### src/rtl/hit_merge_fifo_pkg.sv
// Shared rasterizer hit-record parameters and the packed entry layout used by the hit merge FIFO.
package hit_merge_fifo_pkg;
  localparam int SIGFIG         = 24;
  localparam int AXIS           = 3;
  localparam int COLORS         = 3;
  localparam int HIT_FIFO_DEPTH = 8;

  typedef struct packed {
    logic signed [AXIS-1:0][SIGFIG-1:0] hit;
    logic        [COLORS-1:0][SIGFIG-1:0] color;
  } hit_entry_t;
endpackage

### src/rtl/hit_fifo_mem.sv
// Unreset register array for the hit FIFO.
// It has two write ports and one combinational read port, so writes are visible on the cycle after the edge.
module hit_fifo_mem #(
  parameter int DEPTH = 8,
  parameter int W     = 144,
  parameter int AW    = $clog2(DEPTH)
) (
  input  logic          clk,
  input  logic          we0,
  input  logic [AW-1:0] wa0,
  input  logic [W-1:0]  wd0,
  input  logic          we1,
  input  logic [AW-1:0] wa1,
  input  logic [W-1:0]  wd1,
  input  logic [AW-1:0] ra,
  output logic [W-1:0]  rd
);
  logic [W-1:0] mem [DEPTH];

  always_ff @(posedge clk) begin
    if (we0) mem[wa0] <= wd0;
    if (we1) mem[wa1] <= wd1;
  end

  assign rd = mem[ra];
endmodule

### src/rtl/hit_merge_fifo.sv
// Merges two rasterizer hit lanes, lane 0 first, into one FWFT FIFO that drains one record per cycle.
// Records that find no free slot are dropped, counted, and flagged, because the source cannot be stalled.
module hit_merge_fifo
  import hit_merge_fifo_pkg::*;
#(
  parameter int SIGFIG       = hit_merge_fifo_pkg::SIGFIG,
  parameter int AXIS         = hit_merge_fifo_pkg::AXIS,
  parameter int COLORS       = hit_merge_fifo_pkg::COLORS,
  parameter int DEPTH        = HIT_FIFO_DEPTH,
  parameter int AFULL_MARGIN = 2
) (
  input  logic                                 clk,
  input  logic                                 rst,
  input  logic signed [AXIS-1:0][SIGFIG-1:0]   hit_R18S,
  input  logic        [COLORS-1:0][SIGFIG-1:0] color_R18U,
  input  logic                                 hit_valid_R18H,
  input  logic signed [AXIS-1:0][SIGFIG-1:0]   hit_R18S_2,
  input  logic        [COLORS-1:0][SIGFIG-1:0] color_R18U_2,
  input  logic                                 hit_valid_R18H_2,
  output logic signed [AXIS-1:0][SIGFIG-1:0]   out_hit_S,
  output logic        [COLORS-1:0][SIGFIG-1:0] out_color_U,
  output logic                                 out_valid_H,
  input  logic                                 out_ready_H,
  output logic                                 almost_full_H,
  output logic                                 overflow_H,
  output logic [15:0]                          drop_count_U
);
  localparam int AW = $clog2(DEPTH);
  localparam int CW = AW + 1;
  localparam int EW = (AXIS + COLORS) * SIGFIG;

  logic [AW-1:0] rd_ptr, wr_ptr, wa1;
  logic [CW-1:0] count, free, free_after0;
  logic          pop, acc0, acc1, drop0, drop1, we0, we1;
  logic [1:0]    pushes, drops;
  logic [16:0]   drop_sum;
  logic [EW-1:0] wd0, wd1, rd_dat;

  assign out_valid_H   = (count != '0);
  assign pop           = out_valid_H & out_ready_H;
  assign almost_full_H = (count >= CW'(DEPTH - AFULL_MARGIN));

  // A same-cycle pop frees its slot for an incoming record.
  assign free        = CW'(DEPTH) - count + CW'(pop);
  assign acc0        = hit_valid_R18H & (free != '0);
  assign free_after0 = free - CW'(acc0);
  assign acc1        = hit_valid_R18H_2 & (free_after0 != '0);
  assign drop0       = hit_valid_R18H & ~acc0;
  assign drop1       = hit_valid_R18H_2 & ~acc1;
  assign pushes      = {1'b0, acc0} + {1'b0, acc1};
  assign drops       = {1'b0, drop0} + {1'b0, drop1};

  // The first accepted record always lands at wr_ptr, so a lone lane-1 hit leaves no gap.
  assign we0 = acc0 | acc1;
  assign wd0 = acc0 ? {hit_R18S, color_R18U} : {hit_R18S_2, color_R18U_2};
  assign we1 = acc0 & acc1;
  assign wa1 = wr_ptr + AW'(1);
  assign wd1 = {hit_R18S_2, color_R18U_2};

  assign drop_sum = {1'b0, drop_count_U} + 17'(drops);

  hit_fifo_mem #(.DEPTH(DEPTH), .W(EW), .AW(AW)) u_mem (
    .clk (clk),
    .we0 (we0),
    .wa0 (wr_ptr),
    .wd0 (wd0),
    .we1 (we1),
    .wa1 (wa1),
    .wd1 (wd1),
    .ra  (rd_ptr),
    .rd  (rd_dat)
  );

  assign {out_hit_S, out_color_U} = rd_dat;

  always_ff @(posedge clk or negedge rst) begin
    if (!rst) begin
      rd_ptr       <= '0;
      wr_ptr       <= '0;
      count        <= '0;
      drop_count_U <= '0;
      overflow_H   <= 1'b0;
    end else begin
      rd_ptr       <= rd_ptr + AW'(pop);
      wr_ptr       <= wr_ptr + AW'(pushes);
      count        <= count + CW'(pushes) - CW'(pop);
      drop_count_U <= drop_sum[16] ? 16'hFFFF : drop_sum[15:0];
      if (drops != 2'd0) overflow_H <= 1'b1;
    end
  end
endmodule

### config.mk
export PLATFORM = sky130hd
export DESIGN_NAME = hit_merge_fifo
export DESIGN_NICKNAME = d
export VERILOG_FILES = /design/src/rtl/hit_merge_fifo_pkg.sv /design/src/rtl/hit_fifo_mem.sv /design/src/rtl/hit_merge_fifo.sv
export SDC_FILE = /design/constraint.sdc
export NUM_CORES = 2
export LEC_CHECK = 0
export BUFFER_PORTS_ARGS = -buffer_cell sky130_fd_sc_hd__clkbuf_2
export CAP_MARGIN = 20
export CELL_PAD_IN_SITES_DETAIL_PLACEMENT = 0
export CELL_PAD_IN_SITES_GLOBAL_PLACEMENT = 1
export CORE_MARGIN = 4
export CORE_UTILIZATION = 54
export CTS_BUF_LIST = sky130_fd_sc_hd__clkbuf_8
export DETAILED_ROUTE_END_ITERATION = 8
export GPL_TIMING_DRIVEN = 0
export HOLD_SLACK_MARGIN = 0.05
export MAX_ROUTING_LAYER = met4
export PLACE_DENSITY_LB_ADDON = 0.1
export SLEW_MARGIN = 20
export SYNTH_ARGS = -nofsm -noshare
export SYNTH_HDL_FRONTEND = slang
export SYNTH_HIERARCHICAL = 1
export SYNTH_SLANG_ARGS = --single-unit
### constraint.sdc
create_clock -name clk -period 16.6 [get_ports clk]
set_input_delay 1.66 -clock clk [delete_from_list [all_inputs] [get_ports clk]]
set_output_delay 1.66 -clock clk [all_outputs]
set_load 0.05 [all_outputs]
# Word-level counts from Yosys, hierarchy flattened
# Memories as Yosys holds them, arrays and structs flattened.
# Index checks and enable logic that the tools add are counted.
# classes
n_addsub	11
order_cmp	1
n_mux	6
n_bitwise	9
n_reduce_logical	4
# ops
operator	n
$mux 144	1
$add 16x2->17	1
$mux 16	1
$reduce_bool 4->1	3
$sub 4x1->4	2
$and 1x1->1	6
$add 1x1->2	2
$add 4x1->4	1
$add 4x2->4	1
$ge 4x3->1 const B	1
$mux 1	4
$sub 4x4->4 const A	1
$add 3x1->3	1
$add 3x1->3 const B	1
$add 3x2->3	1
$not 1->1	2
$reduce_bool 2->1	1
$or 1x1->1	1
# word_totals
ff_bits	27
ramBits	1152
output_inout_bits	163
memories	1
# memory_table
name	words	width	rd	rd_ports_with_merged_regs	wr	line_no	text
u_mem.mem	8	144	1	0	2	hit_fifo_mem.sv:18	logic [W-1:0] mem [DEPTH];

# Logic depth before layout (Yosys ltp)
# depth
ltp_word	13
ltp_mapped	25

# Cells and area by module
# The synthesis kept the hierarchy.
# modules_own_cells
module	n_inst	cells_each	area_per_inst_um2	seq_area_each_um2
hit_fifo_mem	1	2966	57033.4	34593.2
hit_merge_fifo	1	319	4043.9	675.6

# Worst setup path before layout
# No wires, ideal clock.
# synth_timing
kind	input to register
startpoint	input out_ready_H
endpoint	memory u_mem.mem[0][0], enable pin
setup_time_ns	0.858
arrival_ns	14.573
slack_ns	1.169
path_stages	18
path_cell_list	nand2_1 ha_1 inv_1 ha_1 nor2b_1 mux2i_1 o21ai_2 buf_12 buf_12 inv_1 ha_1 xor2_1 a31oi_1 inv_1 ha_1 inv_1 nand2b_1 o31ai_1
# synth_lines
item	line_no	text
from (decl)	hit_merge_fifo.sv:23	input logic out_ready_H,
to (decl)	hit_fifo_mem.sv:18	

==> impl_table.tex <==
\begin{tabular}{lr}
\hline
Metric & Value \\
\hline
\multicolumn{2}{l}{\textbf{Timing}} \\
RSZ-0062 raised after global routing & false \\
Number of max-slew violations in the final report & 0 \\
Total negative setup slack & 0 ns \\
Crit share post-route & 0.416 \\
Pin slew with the least headroom to its limit & 1.11 ns \\
Minimum clock period after layout & 6.91 ns \\
Highest clock rate & 145 MHz \\
Worst hold margin & 0.462 ns \\
Max-slew headroom & 0.263 \\
Final setup fails & 0 \\
Clock tree skew after final layout & 0.0252 ns \\
Number of failing hold endpoints at the final stage & 0 \\
\multicolumn{2}{l}{\textbf{Setup path}} \\
Crit path top cell by count & sky130\_fd\_sc\_hd\_\_buf\_12 \\
Worst Setup Start Kind & input pin \\
Endpoint of the lowest-slack register-to-register path & u\_mem/mem[2][47] \\
Kind of end point of the critical path & register \\
Cell breakdown of the critical path & clkbuf\_2 > nand2\_1 > ha\_1 > inv\_1 > ha\_1 > nor2b\_1 > mux2i\_1 > o21ai\_2 > buf\_12 > buf\_12 > inv\_1 > ha\_1 > xor2\_1 > a31oi\_1 > ha\_1 > and4bb\_2 > buf\_2 > buf\_2 > buf\_2 > a31o\_4 > buf\_12 > buf\_12 > buf\_12 \\
Flop2flop setup slack & 9.78 ns \\
Crit path max fanout & 25 \\
Last element of the critical path & u\_mem/mem[2][47] \\
Slowest cell delay on critical path & 0.51 ns \\
Data arrival time of the critical path & 7.47 ns \\
Launch point of the worst reg-to-reg path & count[2] \\
Cell with the biggest individual delay on the critical path & sky130\_fd\_sc\_hd\_\_buf\_2 \\
Startpoint of the most critical setup path & out\_ready\_H \\
Kind of critical path & input pin to register \\
Depth of the most critical reg-to-reg path & 25 \\
Data required time of the worst path & 17.15 ns \\
\multicolumn{2}{l}{\textbf{Detailed routing}} \\
First-pass iteration count of the detailed router & 5 \\
Avg WL per Cell & 30.6 um \\
Drt first-iter violations & 2836 \\
Antenna Nets Post-Route & 0 \\
Via-per-instance ratio & 6.14 \\
Overall via count from detail\_route & 35168 \\
\# DRC & 0 \\
Routed WL & 175000 um \\
\multicolumn{2}{l}{\textbf{Global routing}} \\
Antenna violations before repair & 42 \\
GR Overflow Total & 0 \\
Via count of the first global-routing pass & 37373 \\
First-pass GRT wire length & 251000 um \\
GR Util All Layers & 0.302 \\
Largest net degree at the start of global routing & 36 \\
\multicolumn{2}{l}{\textbf{Place}} \\
HPWL Detailed & 117000 um \\
Final weighted congestion of routability-driven global placement & 0.845 \\
Count of buffers inserted at the top-level ports & 455 \\
\multicolumn{2}{l}{\textbf{Power}} \\
Power Dens Cells & 202 nW/um2 \\
Peak supply drop & 0.000126 V \\
Proportion of power drawn by combinational gates & 0.503 \\
Leakage power figure & 25.6 nW \\
Share of total power in sequential cells & 0.334 \\
Pint & 0.00861 W \\
Fraction of power consumed by the clock network & 0.163 \\
Fraction of power spent switching nets & 0.400 \\
Sw power & 0.00574 W \\
\multicolumn{2}{l}{\textbf{Synthesis}} \\
Number of synthesized flops with an enable pin & 1152 \\
Count of different cell masters after synthesis & 43 \\
Sequential-to-total area share from yosys stat & 0.577 \\
Dominant register cell in the synthesized netlist & sky130\_fd\_sc\_hd\_\_edfxtp\_1 \\
Synth warnings & 6 \\
Area of the mapped netlist & 61100 um2 \\
Count of state elements after synthesis & 1179 \\
Mean post-synth cell area & 18.6 um2 \\
Synthesized net count & 3601 \\
Cells after synthesis & 3285 \\
Ys async rst share & 0.0229 \\
\multicolumn{2}{l}{\textbf{Die}} \\
Row count & 123 \\
Horiz. Die Dim & 344 um \\
CORE AREA & 112000 um2 \\
Vertical extent of the die & 344 um \\
Die Area & 119000 um2 \\
Boundary Pins & 456 \\
Effective utilization at floorplan & 0.544 \\
\multicolumn{2}{l}{\textbf{Clock network}} \\
Clock H-tree levels & 4 \\
Number of clock buffers inserted by TritonCTS & 197 \\
TritonCTS sink count & 1179 \\
Worst skew pair latency & 0.89 ns \\
Post-cts gate resize count & 0 \\
Hold bufs inserted after CTS & 0 \\
Clock tree from TritonCTS & done \\
Buffers inserted during post-CTS setup optimization & 0 \\
Clock slew at reported path FFs & 0.06 ns \\
Root Buffer & sky130\_fd\_sc\_hd\_\_clkbuf\_8 \\
Buffer levels on the longest clock path & 3 \\
\multicolumn{2}{l}{\textbf{Layout}} \\
Share of final-layout standard cells stronger than drive strength 1 & 0.641 \\
Number of nets in the layout & 4341 \\
Fill cells & 8118 \\
Area Growth Syn to Fin & 16.2\% \\
\multicolumn{2}{l}{\textbf{Hold path}} \\
Depth of the worst hold-timing path & 1 \\
Worst hold path startpoint & rd\_ptr[2] \\
Path type of the worst min-delay path & register to register \\
\multicolumn{2}{l}{\textbf{Status}} \\
Outcome & finished, final reports clean \\
\multicolumn{2}{l}{\textbf{Job}} \\
Number of max-cap violations & 0 \\
\hline
\end{tabular}
==> cells in the mapped netlist (5+ instances only) <==
cell type / number / area share
sky130_fd_sc_hd__buf_12: 15 / 0.0049
sky130_fd_sc_hd__buf_1: 15 / 0.00092
sky130_fd_sc_hd__nand2b_1: 6 / 0.00061
sky130_fd_sc_hd__buf_4: 6 / 0.00074
sky130_fd_sc_hd__nand2_1: 20 / 0.0012
sky130_fd_sc_hd__nand3_1: 5 / 0.00041
sky130_fd_sc_hd__clkbuf_1: 46 / 0.0028
sky130_fd_sc_hd__ha_1: 20 / 0.0041
sky130_fd_sc_hd__inv_1: 25 / 0.0015
sky130_fd_sc_hd__buf_6: 7 / 0.0013
sky130_fd_sc_hd__o21ai_0: 6 / 0.00049
sky130_fd_sc_hd__nand4_1: 5 / 0.00051
sky130_fd_sc_hd__mux2_2: 1255 / 0.23
sky130_fd_sc_hd__mux4_2: 288 / 0.11
sky130_fd_sc_hd__mux2_4: 187 / 0.046
sky130_fd_sc_hd__xnor2_1: 10 / 0.0014
sky130_fd_sc_hd__xor2_1: 5 / 0.00072
sky130_fd_sc_hd__dfrtp_1: 27 / 0.011
sky130_fd_sc_hd__a21oi_1: 7 / 0.00057
sky130_fd_sc_hd__nor2_1: 7 / 0.00043
sky130_fd_sc_hd__edfxtp_1: 1152 / 0.57
sky130_fd_sc_hd__buf_2: 136 / 0.011
==> flip-flops by register name, indices dropped and copies added, names as in the netlist <==
name / cells
count: 4
u_mem/mem: 1152
wr_ptr: 3
overflow_H: 1
rd_ptr: 3
drop_count_U: 16
==> cells in the final DEF (no fill, tap or decap), drive strengths merged, types with 5 or more instances in the layout <==
cell	instances
edfxtp	1152
xor2	5
inv	105
clkinvlp	9
mux4	288
o21ai	7
buf	265
clkinv	71
dfrtp	27
a21oi	7
clkbuf	704
nand2b	6
nand2	20
mux2	1442
xnor2	10
nand3	5
ha	20
nor2	7
diode	40
nand4	5
==> layer usage <==
metal / global-route usage / up-vias / part of all wire
met5: - / - / 0
met4: 0.103 / 0 / 0.030
li1: - / 15065 / -
met2: 0.502 / 1346 / 0.51
met1: 0.368 / 18446 / 0.38
met3: 0.0703 / 311 / 0.076
==> cell type report <==
cell class,count,area (um2),area share
clock inverter,162,724,0.0102
timing repair buffer,541,4320,0.0609
buffer,225,1340,0.0189
antenna,40,100,0.00141
inverter,25,93.8,0.00132
sequential,1179,35300,0.497
clock buffer,203,2790,0.0394
tap,1500,1880,0.0264
multi-input combinational,1856,24500,0.345
==> cell families (layout without fill, tap and decap cells) <==
logic type               Yosys count  count (layout)  synth area share
multiplexers                    1731            1731             0.384
XOR/XNOR                          15              15           0.00215
buffers and inverters            250            1156            0.0234
adder cells (fa/ha/maj)           23              23           0.00508
other                              0              40                 0
flip-flops                      1179            1179             0.577
AND/OR/NAND/NOR                   64              64           0.00594
AO/OA/AOI/OAI                     23              23           0.00229
==> power groups by stage <==
stage	clock network (W)	registers (W)	logic (W)
floorplan	0	0.00517	0.00475
global placement	0	0.00568	0.00656
detailed placement	0	0.00486	0.00725
CTS	0.00238	0.00480	0.00728
global route	0.00252	0.00486	0.00754
finish	0.00233	0.00479	0.00722
==> metrics by stage <==
stage | utilization | power (W) | setup WS (ns) | std cells | area (um2)
after floorplan | - | 0.00992 | 1.17 | 3285 | 61100
final | 0.632 | 0.0144 | 9.69 | 5731 | 71000
after global placement | 0.581 | 0.0122 | -12.33 | 5240 | 65200
after CTS | 0.631 | 0.0145 | 9.75 | 5691 | 70900
after global routing | 0.632 | 0.0149 | 9.48 | 5728 | 71000
after detailed placement | 0.600 | 0.0121 | 8.82 | 5326 | 67400
==> critical path, delay by kind of cell <==
| kind | cells | cell delay (ns) |
|---|---|---|
| xor gates and xnor gates | 1 | 0.17 |
| buffers and inverters | 11 | 2.83 |
| muxes | 1 | 0.11 |
| and+or+nand+nor | 3 | 0.50 |
| AOI/OAI and AO/OA | 3 | 1.04 |
| adders and majority gates | 4 | 1.06 |
==> worst min-delay path by stage <==
stage | to | slack, ns
6_report | rd_ptr[2] | 0.46
5_1_grt | overflow_H | 0.49
4_1_cts | rd_ptr[2] | 0.46
3_5_place_dp | rd_ptr[2] | 0.45
3_3_place_gp | rd_ptr[2] | 0.45
2_1_floorplan | rd_ptr[2] | 0.43
Power figures use the tool's default switching activity.
